===== config.mk =====
export PLATFORM = sky130hd
export DESIGN_NAME = rng_word_server
export DESIGN_NICKNAME = d
export VERILOG_FILES = /design/src/rtl/rng_word_server.sv
export SDC_FILE = /design/constraint.sdc
export NUM_CORES = 2
export LEC_CHECK = 0
export CAP_MARGIN = 15
export CORE_AREA = 2 2 313 315
export DETAILED_ROUTE_END_ITERATION = 16
export DIE_AREA = 0 0 315 317
export PLACE_DENSITY = 0.57
export REMOVE_ABC_BUFFERS = 1
export SLEW_MARGIN = 0
export SYNTH_ARGS = -nofsm -noshare
export SYNTH_HDL_FRONTEND = slang
export SYNTH_SLANG_ARGS = --single-unit

===== constraint.sdc =====
create_clock -name clk -period 17.95 [get_ports clk]
set_input_delay 5.385 -clock clk [delete_from_list [all_inputs] [get_ports clk]]
set_output_delay 5.385 -clock clk [all_outputs]
set_load 0.02 [all_outputs]

===== src/rtl/rng_word_server.sv =====
// rng_word_server: drives the ChaCha keystream core one block at a time and
// serves each 512-bit block as sixteen 32-bit words on a valid/ready port.
// The next block is fetched while the current one drains.
// Optional build macro RNG_HEALTH_EN enables a repeated-block health test
// with a sticky rng_fault; without it rng_fault is tied low.
//
// state  | meaning
// S_KICK | ks_reset high for one cycle to start the core on ks_nonce
// S_FILL | core running or finished; capture when the buffer can take it
module rng_word_server (
   input  logic         clk,
   input  logic         Reset,
   input  logic [127:0] nonce_seed,
   input  logic [511:0] ks_stream,
   input  logic         ks_done,
   output logic         ks_reset,
   output logic [127:0] ks_nonce,
   output logic [31:0]  rnd_word,
   output logic         rnd_valid,
   input  logic         rnd_ready,
   output logic         rng_fault
);

   typedef enum logic {S_KICK, S_FILL} state_t;

   state_t       state, state_nxt;
   logic [511:0] blk_buf;
   logic         buf_full;
   logic [3:0]   idx;
   logic         handshake;
   logic         last_take;
   logic         capture;

   // Outputs depend only on registered state (and Reset), never on rnd_ready.
   // Word i sits at bits [511-32i -: 32]; ~idx == 15-idx picks that slice.
   assign ks_reset  = Reset | (state == S_KICK);
   assign rnd_valid = buf_full & ~rng_fault & ~Reset;
   assign rnd_word  = Reset ? 32'd0 : blk_buf[{~idx, 5'b00000} +: 32];

   assign handshake = rnd_valid & rnd_ready;
   assign last_take = handshake & (idx == 4'd15);

   // Generator state register.
   always_ff @(posedge clk) begin
      if (Reset) state <= S_KICK;
      else       state <= state_nxt;
   end

   // Next-state and capture decision; a leftover ks_done in S_KICK is ignored.
   always_comb begin
      state_nxt = state;
      capture   = 1'b0;
      case (state)
         S_KICK: state_nxt = S_FILL;
         S_FILL: begin
            if (ks_done && (!buf_full || last_take)) begin
               capture   = 1'b1;
               state_nxt = S_KICK;
            end
         end
         default: state_nxt = S_KICK;
      endcase
   end

   // Block buffer, nonce and drain index; a capture overrides the last-word
   // handshake so the new block follows with no bubble.
   always_ff @(posedge clk) begin
      if (Reset) begin
         ks_nonce <= nonce_seed;
         blk_buf  <= '0;
         buf_full <= 1'b0;
         idx      <= 4'd0;
      end else if (capture) begin
         ks_nonce <= ks_nonce + 128'd1;
         blk_buf  <= ks_stream;
         buf_full <= 1'b1;
         idx      <= 4'd0;
      end else if (handshake) begin
         idx <= idx + 4'd1;
         if (idx == 4'd15) buf_full <= 1'b0;
      end
   end

`ifdef RNG_HEALTH_EN
   logic [511:0] hist_blk;
   logic         hist_vld;
   logic         fault_q;

   // Flag a block identical to the previous one; the first block after Reset
   // has nothing to compare against.
   always_ff @(posedge clk) begin
      if (Reset) begin
         hist_blk <= '0;
         hist_vld <= 1'b0;
         fault_q  <= 1'b0;
      end else if (capture) begin
         hist_blk <= ks_stream;
         hist_vld <= 1'b1;
         if (hist_vld && (ks_stream == hist_blk)) fault_q <= 1'b1;
      end
   end

   assign rng_fault = fault_q;
`else
   assign rng_fault = 1'b0;
`endif

endmodule

# Word level (Yosys, flattened, before mapping)
# Cells that the tools add are included.
[totals]
reg_bits = 646
input_bits = 644
out_inout_bits = 163
wordCells = 34
[op_classes]
addsub = 2
n_eq_ne = 1
shift = 1
muxes = 10
bitwise_logic = 7
n_reduce_logical = 8
[op_table]
columns = ["cell", "n"]
rows = [
  ["indexed part select 512 x 10 -> 32 bit", 1],
  ["two-way mux 128 bit", 2],
  ["adder 128 x 1 -> 128 bit, second input constant", 1],
  ["two-way mux 32 bit", 1],
  ["two-way mux 1 bit", 6],
  ["nonzero test 2 bit", 3],
  ["adder 4 x 1 -> 4 bit, second input constant", 1],
  ["== test 4 bit, second input constant", 1],
  ["inverter 4 bit", 1],
  ["bitwise AND 1 bit", 3],
  ["inverter 1 bit", 2],
  ["case mux 1 bit (2 select lines)", 1],
  ["AND reduction 2 bit", 1],
  ["OR reduction 2 bit", 1],
  ["logical AND 1 bit", 1],
  ["logical NOT 1 bit", 1],
  ["logical OR 1 bit", 1],
  ["bitwise OR 1 bit", 1],
]

# Depth between registers and ports, before layout
[logic_depth]
depth_word = 10
depth_mapped = 9
mapped_depth_nobuf = 7

# Worst setup path before layout
# OpenSTA, ideal clock, no wires.
[synth_path]
kind = "input-to-output"
start = "in Reset"
end = "out rnd_word[28]"
arrival_ps = 6746
required_ps = 12565
path_slack_ps = 5819
stages = 6
n_path_buf = 4
cell_sequence = "clkbuf_1 clkbuf_1 inv_1 buf_1 clkbuf_1 and2_1"
[synth_between]
elab_chain_cells = 1
[synth_rtl]
columns = ["element", "line", "source"]
rows = [
  ["from (decl)", "12", "input logic Reset,"],
  ["two-way mux 32 bit", "38", "assign rnd_word = Reset ? 32'd0 : blk_buf[{~idx, 5'b00000} +: 32];"],
  ["to (decl)", "18", "output logic [31:0] rnd_word,"],
]
# No other way between the ends.

# Final worst setup path
[layout_path]
start = "in Reset"
end = "out rnd_word[0]"
# Same word-level chain as after synthesis.

==> results.cfg <==
[cts]
clk_latency_ns = 0.65
cts_made_buffers = 77
postCtsSetupBuffers = 0
cts_resized = 0
clk_pin_slew_worst_paths_ns = 0.06
cts.htree.levels = 3
cts_hold_buf = 0
cts_tree = built
cts_sinks = 646
cts_buffer_depth = 3
cts_root_buffer = clkbuf_16

[sta]
post-route-min-period_ns = 12.80
period_share_pct = 71.3
setup_slack_ns = 5.15
hold_violations = 0
timing.fmax_mhz = 78.1
tightest_slew_ns = 1.11
slew-limit-headroom_pct = 25.7
rsz0062_at_grt = no
finalSetupViolations = 0
finalClockSkew_ns = 0.0377
slew_violations = 0

[cells_and_area]
n_fill_cell = 9684
stdcell_area_mm2 = 0.0420
drive_above_1_share_pct = 8.77
syn2layout_area_growth_pct = 39.2
nNetsFinal = 4758
final_util_pct = 43.6

[die]
dieArea_mm2 = 0.0999
core_area_mm2 = 0.0963
rows = 114
die_w_um = 315
die_height_um = 317
start_util_pct = 31.3
io_pins = 807

[setup_path]
slowest_delay_ns = 0.61
endpoint_kind = primary output
arrival_ns = 7.42
cp.required_ns = 12.56
worstSetupStartpointType = primary input
slowest_stage = clkdlybuf4s50_1
crit_chain = buf_8 > inv_4 > buf_4 > and2_1 > clkdlybuf4s50_1
critical_path_class = in2out
worstPathMaxFanout = 43

[detailed_routing]
ant_nets = 0
dr_total_vias = 27900
viasPerCell = 5.10
routed_wl_um = 119000
wl_per_cell_um = 21.7
drtIter0Drc = 2335
drtPass1Iterations = 5
drc = 0

[global_routing]
antenna_found_initial = 54
grt_usage_pct = 22.9
grt_max_degree = 213
grt_pass1_wl_um = 173000
grt_remaining_overflow = 0
grt_pass1_vias = 27400

[power_and_ir_drop]
p_per_area_mw_per_mm2 = 90.6
total_leakage_power_nw = 13.9
vdd_drop_max_uv = 65.4

[yosys]
yosysSeqAreaShare_pct = 47.1
synthesis.area_mm2 = 0.0302
netlist.top_cell.by_area = dfxtp_1
yosysWarnings = 0
synth_edf_count = 128
yosysMostFrequentCell = nand2_1
synthArstFlopShare_pct = 0
synth_cells = 3437
yosys-top-cells-area = dfxtp_1 34%, nand2_1 15%, edfxtp_1 13%
ys.flop_type = dfxtp_1
synthDistinctLibCells = 48
yosys.area.top_type_share_pct = 34.4
syn_area_per_cell_um2 = 8.78
synth_top_cells_by_count = 1192 x nand2_1, 518 x dfxtp_1, 517 x a21oi_1, 215 x clkbuf_1, 160 x mux4_2
synth_seq_cells = 646

[min_path]
hold_path.class = reg2reg

[placed_design]
place_congestion = 0.918
hpwl_um = 84700
place_area_mm2 = 0.0393
place_ws_ns = 5.10
io_buffers = 805

[flow_run]
max_cap_violations = 0

[status]
outcome = finished clean
-- layer usage --
| metal | GRT usage (%) | routed length [um] |
|---|---|---|
| met1 | 27.3 | 46900 |
| met4 | 8.37 | 3530 |
| met5 | 0 | 319 |
| met3 | 6.60 | 9830 |
| met2 | 39.2 | 58100 |
-- metrics by stage --
stage / power, mW / hold WS (ns) / TNS (ns) / instances
6_report: 3.80 / 0.449 / 0 / 5477
5_1_grt: 3.96 / 0.467 / 0 / 5466
4_1_cts: 3.85 / 0.451 / 0 / 5448
3_5_place_dp: 2.22 / 0.443 / 0 / 5308
3_3_place_gp: 2.21 / 0.439 / 0 / 5307
2_1_floorplan: 1.95 / 0.427 / -4611.76 / 3196
-- sequential cells by signal, indices dropped and copies added, names as in the netlist --
register / count
idx: 4
blk_buf: 512
buf_full: 1
state: 1
ks_nonce: 128
-- power by group --
group / switching, mW / internal [mW]
logic: 0.251 / 0.274
registers: 0.0872 / 1.57
clock network: 0.652 / 0.967
-- cells by family (layout without fill, tap and decap cells) --
kind of cell	Yosys count	in the layout	share of synthesized area (%)
AO/OA/AOI/OAI	621	621	10.4
buffers and inverters	266	1002	3.33
multiplexers	186	186	12.9
flip-flops	646	646	47.1
other	1	29	0.0124
AND/OR/NAND/NOR	1590	1590	22.5
adder cells (fa/ha/maj)	2	2	0.0830
XOR/XNOR	125	125	3.63
-- cells in the final DEF (no fill, tap or decap), types with 2 or more instances in the layout --
master           count
inv_4                3
nand4_1             79
dfxtp_4              4
nor2_1              64
xor2_1              41
clkbuf_1            17
or4_1                3
nand4_2              3
mux2_2              26
diode_2             28
dfxtp_1            514
a21oi_1            516
a31oi_1              3
and4_1               7
clkbuf_8            24
and2_1              35
xnor2_1             84
and3_1              11
inv_1               23
nor4_2               2
buf_4               26
nor4_1              62
nand3_1             57
nand2_1           1192
clkinv_2             8
nor2b_1              4
ha_1                 2
o21ai_0             97
clkdlybuf4s50_1    804
nor3_1              53
nor4_4               2
nor3_2               2
edfxtp_1           128
mux4_2             160
clkbuf_16           84
buf_12               4
-- worst max-delay path: cells and delay by family --
family / cells / cell delay, ns
buffers and inverters: 4 / 1.69
AND/OR/NAND/NOR: 1 / 0.23
-- worst paths after layout --
check	from	endpoint	slack [ns]	depth (start not counted)
min reg2reg	blk_buf[67]$_SDFFE_PP0P_	blk_buf[67]$_SDFFE_PP0P_	0.45	2
max	Reset	rnd_word[0]	5.15	5
min	blk_buf[67]$_SDFFE_PP0P_	blk_buf[67]$_SDFFE_PP0P_	0.45	2
max reg2reg	idx[0]$_SDFFE_PP0P_	blk_buf[502]$_SDFFE_PP0P_	13.03	9
-- final cells by class --
| type | instances | area, um^2 | share of cell area [%] |
|---|---|---|---|
| well taps | 1276 | 1600 | 3.80 |
| clock buffers | 125 | 2500 | 5.95 |
| flip-flops and latches | 646 | 14200 | 33.9 |
| inverters | 25 | 98.8 | 0.235 |
| clock inverters | 15 | 148 | 0.352 |
| repair buffers | 837 | 8370 | 19.9 |
| diodes | 28 | 70.1 | 0.167 |
| multi-input cells | 2525 | 15000 | 35.7 |
(Power assumes the default switching activity.)
